$ cat config.mk
export PLATFORM = sky130hd
export DESIGN_NAME = startup_sequencer
export DESIGN_NICKNAME = d
export VERILOG_FILES = /design/src/rtl/startup_sequencer_pkg.sv /design/src/rtl/cclk_sync.sv /design/src/rtl/startup_sequencer.sv
export SDC_FILE = /design/constraint.sdc
export NUM_CORES = 1
export LEC_CHECK = 0
export BUFFER_PORTS_ARGS = -buffer_cell sky130_fd_sc_hd__buf_2
export CAP_MARGIN = 20
export CELL_PAD_IN_SITES_DETAIL_PLACEMENT = 2
export CELL_PAD_IN_SITES_GLOBAL_PLACEMENT = 2
export CORE_MARGIN = 2
export CORE_UTILIZATION = 31
export DETAILED_ROUTE_END_ITERATION = 12
export HOLD_SLACK_MARGIN = 0.03
export PLACE_DENSITY = 0.8
export SYNTH_ARGS = -nofsm -noshare
export SYNTH_HDL_FRONTEND = slang
export SYNTH_SLANG_ARGS = --single-unit
$ cat constraint.sdc
create_clock -name clk -period 2.1 [get_ports clk]
set_input_delay 0.21 -clock clk [delete_from_list [all_inputs] [get_ports clk]]
set_output_delay 0.21 -clock clk [all_outputs]
set_load 0.01 [all_outputs]
$ cat src/rtl/startup_sequencer_pkg.sv
// ----------------------------------------------------------------------------
// startup_sequencer_pkg : state encoding, default parameters, width helper.
// Rev 1.0
// ----------------------------------------------------------------------------
`default_nettype none

package startup_sequencer_pkg;

  typedef enum logic [1:0] {
    WAIT    = 2'd0,
    QUALIFY = 2'd1,
    STAGING = 2'd2,
    RUN     = 2'd3
  } state_t;

  localparam int c_DEF_CCLK_STABLE_CYCLES = 512;
  localparam int c_DEF_NUM_STAGES         = 3;
  localparam int c_DEF_STAGE_GAP          = 16;
  localparam int c_DEF_CNT_W              = 64;
  localparam int c_DEF_TIMEOUT_CYCLES     = 1000000;

  // Bits needed to hold 0..max_val, never less than one.
  function automatic int cnt_width(input int max_val);
    return (max_val < 1) ? 1 : $clog2(max_val + 1);
  endfunction

endpackage

`default_nettype wire

$ cat src/rtl/cclk_sync.sv
// ----------------------------------------------------------------------------
// cclk_sync : two-flop synchroniser for an asynchronous board pin.
// Rev 1.0
// ----------------------------------------------------------------------------
`default_nettype none

module cclk_sync (
  input  logic clk,
  input  logic rst_n,
  input  logic d,
  output logic q
);

  logic [1:0] r_sync;

  always_ff @(posedge clk or negedge rst_n) begin
    if (!rst_n) begin
      r_sync <= 2'b00;
    end else begin
      r_sync <= {r_sync[0], d};
    end
  end

  assign q = r_sync[1];

endmodule

`default_nettype wire

$ cat src/rtl/startup_sequencer.sv
// ----------------------------------------------------------------------------
// startup_sequencer : qualifies cclk, releases staged resets, then counts cycles.
// Optional macro STARTUP_WATCHDOG_EN adds a sticky startup timeout. Rev 1.0
// ----------------------------------------------------------------------------
`default_nettype none

module startup_sequencer
  import startup_sequencer_pkg::*;
#(
  parameter int CCLK_STABLE_CYCLES = c_DEF_CCLK_STABLE_CYCLES,
  parameter int NUM_STAGES         = c_DEF_NUM_STAGES,
  parameter int STAGE_GAP          = c_DEF_STAGE_GAP,
  parameter int CNT_W              = c_DEF_CNT_W,
  parameter int TIMEOUT_CYCLES     = c_DEF_TIMEOUT_CYCLES
) (
  input  logic                  clk,
  input  logic                  rst_n,
  input  logic                  cclk,
  output logic                  ready,
  output logic [NUM_STAGES-1:0] stage_rst_n,
  output logic [CNT_W-1:0]      cycle,
  output logic                  cclk_lost,
  output logic                  timeout
);

  localparam int c_QW = cnt_width(CCLK_STABLE_CYCLES);
  localparam int c_GW = cnt_width(STAGE_GAP);

  localparam logic [c_QW-1:0]       c_QUAL_ONE  = c_QW'(1);
  localparam logic [c_QW-1:0]       c_QUAL_LAST = c_QW'(CCLK_STABLE_CYCLES - 1);
  localparam logic [c_GW-1:0]       c_GAP_ONE   = c_GW'(1);
  localparam logic [c_GW-1:0]       c_GAP_LAST  = c_GW'(STAGE_GAP - 1);
  localparam logic [NUM_STAGES-1:0] c_STAGE0    = NUM_STAGES'(1);
  localparam logic [CNT_W-1:0]      c_CYC_ONE   = CNT_W'(1);
  localparam logic [CNT_W-1:0]      c_CYC_MAX   = '1;

  if (CCLK_STABLE_CYCLES < 2 || NUM_STAGES < 1 || STAGE_GAP < 1 ||
      CNT_W < 1 || TIMEOUT_CYCLES < 1) begin : g_param_check
    $error("startup_sequencer: illegal parameter value");
  end

  logic                  w_cclk_s;
  logic [NUM_STAGES-1:0] w_stage_next;
  state_t                r_state;
  logic [c_QW-1:0]       r_qual_cnt;
  logic [c_GW-1:0]       r_gap_cnt;
  logic                  r_ready;
  logic [NUM_STAGES-1:0] r_stage_rst_n;
  logic [CNT_W-1:0]      r_cycle;
  logic                  r_cclk_lost;

  cclk_sync u_cclk_sync (
    .clk   (clk),
    .rst_n (rst_n),
    .d     (cclk),
    .q     (w_cclk_s)
  );

  // Releasing stages by shifting in ones keeps the order strictly monotonic.
  assign w_stage_next = (r_stage_rst_n << 1) | c_STAGE0;

  always_ff @(posedge clk or negedge rst_n) begin
    if (!rst_n) begin
      r_state       <= WAIT;
      r_qual_cnt    <= '0;
      r_gap_cnt     <= '0;
      r_ready       <= 1'b0;
      r_stage_rst_n <= '0;
      r_cycle       <= '0;
      r_cclk_lost   <= 1'b0;
    end else begin
      r_cclk_lost <= 1'b0;
      case (r_state)
        WAIT: begin
          if (w_cclk_s) begin
            r_state    <= QUALIFY;
            r_qual_cnt <= c_QUAL_ONE;
          end else begin
            r_qual_cnt <= '0;
          end
        end
        QUALIFY: begin
          if (!w_cclk_s) begin
            r_state    <= WAIT;
            r_qual_cnt <= '0;
          end else if (r_qual_cnt == c_QUAL_LAST) begin
            r_ready       <= 1'b1;
            r_stage_rst_n <= c_STAGE0;
            r_gap_cnt     <= '0;
            r_qual_cnt    <= '0;
            r_cycle       <= '0;
            r_state       <= (NUM_STAGES == 1) ? RUN : STAGING;
          end else begin
            r_qual_cnt <= r_qual_cnt + c_QUAL_ONE;
          end
        end
        STAGING: begin
          if (!w_cclk_s) begin
            r_state       <= WAIT;
            r_ready       <= 1'b0;
            r_stage_rst_n <= '0;
            r_cycle       <= '0;
            r_gap_cnt     <= '0;
            r_cclk_lost   <= 1'b1;
          end else if (r_gap_cnt == c_GAP_LAST) begin
            r_gap_cnt     <= '0;
            r_stage_rst_n <= w_stage_next;
            if (w_stage_next[NUM_STAGES-1]) begin
              r_state <= RUN;
              r_cycle <= '0;
            end
          end else begin
            r_gap_cnt <= r_gap_cnt + c_GAP_ONE;
          end
        end
        RUN: begin
          if (!w_cclk_s) begin
            r_state       <= WAIT;
            r_ready       <= 1'b0;
            r_stage_rst_n <= '0;
            r_cycle       <= '0;
            r_gap_cnt     <= '0;
            r_cclk_lost   <= 1'b1;
          end else if (r_cycle != c_CYC_MAX) begin
            r_cycle <= r_cycle + c_CYC_ONE;
          end
        end
        default: r_state <= WAIT;
      endcase
    end
  end

  assign ready       = r_ready;
  assign stage_rst_n = r_stage_rst_n;
  assign cycle       = r_cycle;
  assign cclk_lost   = r_cclk_lost;

`ifdef STARTUP_WATCHDOG_EN
  localparam int              c_WW      = cnt_width(TIMEOUT_CYCLES);
  localparam logic [c_WW-1:0] c_WD_ONE  = c_WW'(1);
  localparam logic [c_WW-1:0] c_WD_LAST = c_WW'(TIMEOUT_CYCLES - 1);

  logic            w_in_startup;
  logic            w_qual_done;
  logic [c_WW-1:0] r_wd_cnt;
  logic            r_timeout;

  assign w_in_startup = (r_state == WAIT) || (r_state == QUALIFY);
  assign w_qual_done  = (r_state == QUALIFY) && w_cclk_s && (r_qual_cnt == c_QUAL_LAST);

  // Counting stops once the flag is set, so the counter can never wrap.
  always_ff @(posedge clk or negedge rst_n) begin
    if (!rst_n) begin
      r_wd_cnt  <= '0;
      r_timeout <= 1'b0;
    end else if (!w_in_startup || w_qual_done) begin
      r_wd_cnt <= '0;
    end else if (!r_timeout) begin
      r_wd_cnt <= r_wd_cnt + c_WD_ONE;
      if (r_wd_cnt == c_WD_LAST) begin
        r_timeout <= 1'b1;
      end
    end
  end

  assign timeout = r_timeout;
`else
  assign timeout = 1'b0;
`endif

endmodule

`default_nettype wire

# After elaboration in Yosys (flattened, before gate mapping)
# Index checks and enable logic that the tools add are counted.
totals:
  reg_bits: 88
  latch_bits: 0
  ramBits: 0
  rom_bits: 0
  input_bits: 3
  out_inout_bits: 70
  wordCells: 74
  n_memories: 0
classes:
  addsub: 3
  n_mul: 0
  div: 0
  n_lt_le_gt_ge: 0
  n_eq_ne: 15
  n_shift: 0
  mux: 38
  n_bitwise: 0
  n_reduce_logical: 10
ops:
  columns: ["operator", "n"]
  rows:
  - ["$mux 64", 7]
  - ["$pmux 64 s3", 1]
  - ["$add 64x1->64 const B", 1]
  - ["$ne 64x64->1 const B", 1]
  - ["$mux 5", 5]
  - ["$mux 10", 2]
  - ["$pmux 10 s2", 1]
  - ["$mux 3", 5]
  - ["$pmux 5 s3", 1]
  - ["$mux 2", 7]
  - ["$ne 3x3->1 const B", 4]
  - ["$add 10x1->10 const B", 1]
  - ["$eq 10x9->1 const B", 1]
  - ["$reduce_and 5->1", 2]
  - ["$pmux 3 s3", 1]
  - ["$pmux 2 s4", 1]
  - ["$reduce_and 4->1", 2]
  - ["$mux 1", 6]
  - ["$ne 2x2->1 const B", 3]
  - ["$reduce_and 6->1", 1]
  - ["$add 5x1->5 const B", 1]
  - ["$eq 5x4->1 const B", 1]
  - ["$eq 2x2->1 const B", 2]
  - ["$ne 2x1->1 const B", 2]
  - ["other kinds (6)", 7]

# Longest topological paths before layout
depth:
  ltp_word: 4
  mapped_depth: 9
  mapped_depth_nobuf: 7

# Cells and area by module
# Synthesis repeated with hierarchy kept, for this count alone.
unflattened:
  hier_cells: 569
  area_unflattened_um2: 4914.7
modules_own_cells:
  columns: ["mod", "instances", "cells_each", "area_each_um2", "seq_area_each_um2"]
  rows:
  - ["startup_sequencer", 1, 567, 4864.7, 2152.1]
  - ["cclk_sync", 1, 2, 50.0, 50.0]

# Worst setup path before layout
# OpenSTA, ideal clock, no wires.
synth_timing:
  kind: "reg-to-reg"
  startpoint: "register r_cycle[0], in the netlist cycle[0]"
  endpoint: "register r_cycle[14], in the netlist cycle[14]"
  setup_time_ns: 0.110
  arrival_ns: 2.011
  required_ns: 1.990
  slack_ns: -0.021
  stages_incl_launch_ff: 9
  synth_period_minus_slack_ns: 2.121
  cell_sequence: "dfrtp_1 > ha_1 > nand3_1 > nor4_4 > nand4_4 > o21ai_4 > buf_6 > o21ai_0 > o41ai_1"
synth_between:
  elab_chain_cells: 4
synth_lines:
  columns: ["item", "line", "source"]
  rows:
  - ["start: declaration", "startup_sequencer.sv:49", "logic [CNT_W-1:0] r_cycle;"]
  - ["start signal: assignment", "startup_sequencer.sv:125", "r_cycle <= r_cycle + c_CYC_ONE;"]
  - ["$add 64x1->64", "startup_sequencer.sv:125", null]
  - ["$mux 64", "startup_sequencer.sv:124", "end else if (r_cycle != c_CYC_MAX) begin"]
  - ["$mux 64", "startup_sequencer.sv:117", "if (!w_cclk_s) begin"]
  - ["$pmux 64 s3", "startup_sequencer.sv:73", "case (r_state)"]
# Several ways; a longest one is shown, not always the timed one. The select of a mux whose other input is x is not followed.
# A chain may end at the register's enable or synchronous reset.

# Final worst setup path
layout_timing:
  startpoint: "register r_cycle[17], in the netlist cycle[17]"
  endpoint: "register r_cycle[63], in the netlist cycle[63]"
# Same word-level chain as after synthesis.

==> results_dict.tcl <==
set metrics [dict create \
    drt_wl_total_mm 31.1 \
    wl_met2_mm 15.7 \
    ys_types 50 \
    whs_path_depth 0 \
    violations "setup timing" \
    cp_cell_sequence "buf_4 -> and3_1 -> nand4_1 -> nor4_2 -> buf_4 -> nand4_1 -> and3_1 -> a211o_1" \
    wl_met1_mm 12.5 \
    r2r_start "cycle[17]$_DFFE_PN0P_" \
    cts_max_level 3 \
    fin_worst_skew_ns 0.0206 \
    cts_buffers 9 \
    die_h_um 132 \
    via_per_inst 6.36 \
    worstMarginPinSlew_ns 0.627 \
    worstPathRequired_ns 2.35 \
    dieArea_um2 17500 \
    critical_path.max_stage_delay_ns 0.39 \
    via_count 6426 \
    fin_crit_sh 1.15 \
    path_depth 8 \
    syn_to_final_growth_pct 57.7 \
    p_total_w 0.00367 \
    synth_edf_count 0 \
    grt_max_degree 52 \
    ctsRootBufferMaster "clkbuf_16" \
    finalMaxSlewViolations 0 \
    placed_area_um2 6410 \
    syn_area_um2 5100 \
    portBuffers 71 \
    grt_usage 0.289 \
    path_buf_inv 2 \
    layout-drive-gt1-share 0.472 \
    die_x_um 132 \
    slew_headroom 0.578 \
    end_kind "register" \
    clock_latency_ns 0.38 \
    cts_tree "built" \
    final_hold_viol_count 0 \
    detailed_place_hpwl_mm 15.0 \
    drv_cap 0 \
    final_nets 797 \
    design_area_um2 8040 \
    fmax_mhz 413 \
    fin_crit_ns 2.42 \
    ys_seq_elements 88 \
    min_to "u_cclk_sync.r_sync[1]$_DFF_PN0_" \
    setup_viol 64 \
    criticalPathCategory "reg2reg" \
    drc 0 \
    ir_drop_mv 0.547 \
    reg2reg_depth 8 \
    rsz0062_at_grt "true" \
    place_congestion 0.820 \
    power_density_nw_per_um2 456 \
    worst-path-max-fanout 7 \
    yosysWarnings 0 \
    ant_nets 0 \
    r2r_end "cycle[63]$_DFFE_PN0P_" \
    highest_layer "met4" \
    synthesis.nets 599 \
    stdcell_count 1011 \
    grt_pass1_vias 6608 \
    hp-start "u_cclk_sync.r_sync[0]$_DFF_PN0_" \
    syn-instance-count 593 \
    avgSynthCellArea_um2 8.60 \
    status "finished, violations left" \
    io_pins 73 \
    arrival_ns 2.67 \
    critical_path.slowest_cell "dfrtp_1" \
    antenna_found_initial 0 \
    start_util 0.319 \
    rows 46 \
    core_area_um2 16000 \
    synthArstFlopShare 1.00 \
    avgRoutedWirePerCell_um 30.7 \
    ys.flop_type "dfrtp_1" \
    first_pass_iters 5 \
    grt.overflow.total 0 \
    ys_seq_area_frac 0.432 \
    clockBufferDepth 2 \
    p_leak_nw 3.73 \
    cts_sinks 88 \
    cp-start-kind "register" \
    grt_pass1_wl_mm 39.6 \
    route.met3.wl_mm 1.51 \
    r2r_slack_ns -0.32 \
    place_inst 950 \
    critical-path-top-delay-family "simple AND/OR/NAND/NOR gates" \
    drt-initial-drc-count 444 \
    min_path_type "reg2reg" \
    setup_ws_ns -0.322 \
    antennaDiodeCount 0 \
    clkSlewWorstSetupHoldPaths_ns 0.07 \
]
-- how the worst max path moves through the flow --
stage	startpoint	end
after CTS	cycle[1]$_DFFE_PN0P_	cycle[41]$_DFFE_PN0P_
after floorplan	cycle[48]$_DFFE_PN0P_	cycle[14]$_DFFE_PN0P_
after detailed placement	cycle[1]$_DFFE_PN0P_	cycle[52]$_DFFE_PN0P_
after global placement	r_qual_cnt[0]$_DFFE_PN0P_	cycle[52]$_DFFE_PN0P_
final	cycle[17]$_DFFE_PN0P_	cycle[63]$_DFFE_PN0P_
after global routing	cycle[1]$_DFFE_PN0P_	cycle[2]$_DFFE_PN0P_
-- what timing repair did --
item | 4_1_cts | 5_1_grt
endpoints found under the hold margin | 38 | 0
gates resized for setup | 42 | 202
endpoints found under the setup margin | 65 | 70
setup buffers | 16 | 19
hold buffers | 2 | 0
cloned | 4 | 7
pin swaps | 10 | 52
-- state kept, by name, indices dropped and copies added, names as in the netlist --
register            flops
r_state                 2
r_gap_cnt               5
r_qual_cnt             10
cycle                  64
u_cclk_sync.r_sync      2
stage_rst_n             3
cclk_lost               1
ready                   1
-- logic make-up (layout without fill, tap and decap cells) --
group	after synthesis	in the layout	share of synthesized area
AND/OR/NAND/NOR	249	249	0.277
other	1	1	0.000735
AO/OA/AOI/OAI	200	200	0.228
buffers and inverters	48	250	0.0476
multiplexers	4	4	0.00785
adder cells (fa/ha/maj)	3	3	0.00736
flip-flops	88	88	0.432
-- Yosys cell counts, types with 5 or more instances --
library cell   n  area share
a21oi_1       32       0.031
a31oi_1       28       0.034
and2_1         7      0.0086
and3_1        27       0.033
and4_1        11       0.019
buf_2         13       0.013
buf_6          5       0.011
clkbuf_1      14       0.010
dfrtp_1       88        0.43
inv_1         11      0.0081
nand2_1       46       0.034
nand3_1       38       0.037
nand4_1       36       0.044
nor2_1        34       0.025
nor3_1        15       0.015
nor4_1         8      0.0098
o21ai_0       99       0.097
o31ai_1       18       0.026
-- cells in the final DEF (no fill, tap or decap), types with 8 or more instances in the layout --
master       n
o31ai_1      8
a21oi_1     23
a31oi_1     25
o31ai_2      8
nand3_1     30
inv_1       11
buf_6       15
buf_4      119
and3_1      24
nand2_1     43
o21ai_0     30
nor3_1       8
clkbuf_16   15
o21ai_1     32
nand4_1     36
o21ai_2     36
buf_2       70
a21oi_2      9
nor2_1      26
dfrtp_1     81
-- report_power, final --
part	total, W	switching (W)	leakage (nW)	internal, W
Sequential	0.00171	0.00000614	1.21	0.00170
Combinational	0.0000872	0.0000644	2.36	0.0000228
Clock	0.00188	0.000776	0.159	0.00110
-- metal layers --
layer / track usage / up-vias
met3: 0.0434 / 102
met4: 0.111 / 0
met5: 0 / -
li1: - / 2644
met2: 0.534 / 275
met1: 0.337 / 3405
-- area by class of cell --
class	instances	area, um2
multi-input combinational	457	3330
tap	216	270
clock inverter	3	65.1
sequential	88	2210
timing repair buffer	224	1870
inverter	11	41.3
fill	1681	7960
clock buffer	12	256
-- stage by stage --
stage | TNS, ns | utilization | setup slack, ns | hold slack, ns
2_1_floorplan | 0 | - | 0.0162 | -0.0856
3_3_place_gp | -0.0327 | 0.401 | -0.0327 | 0.222
3_5_place_dp | -6.13 | 0.401 | -0.205 | 0.222
4_1_cts | -0.118 | 0.446 | -0.0316 | 0.372
5_1_grt | -14.01 | 0.503 | -0.377 | 0.380
6_report | -11.28 | 0.503 | -0.322 | 0.364
-- worst register-to-register path, cell delays in order, from the launching register on --
cell and delay, ns:
dfrtp_1 0.39, buf_4 0.22, and3_1 0.30, nand4_1 0.26, nor4_2 0.29, buf_4 0.21, nand4_1 0.13, and3_1 0.22
a211o_1 0.29
Power figures use the tool's default switching activity.
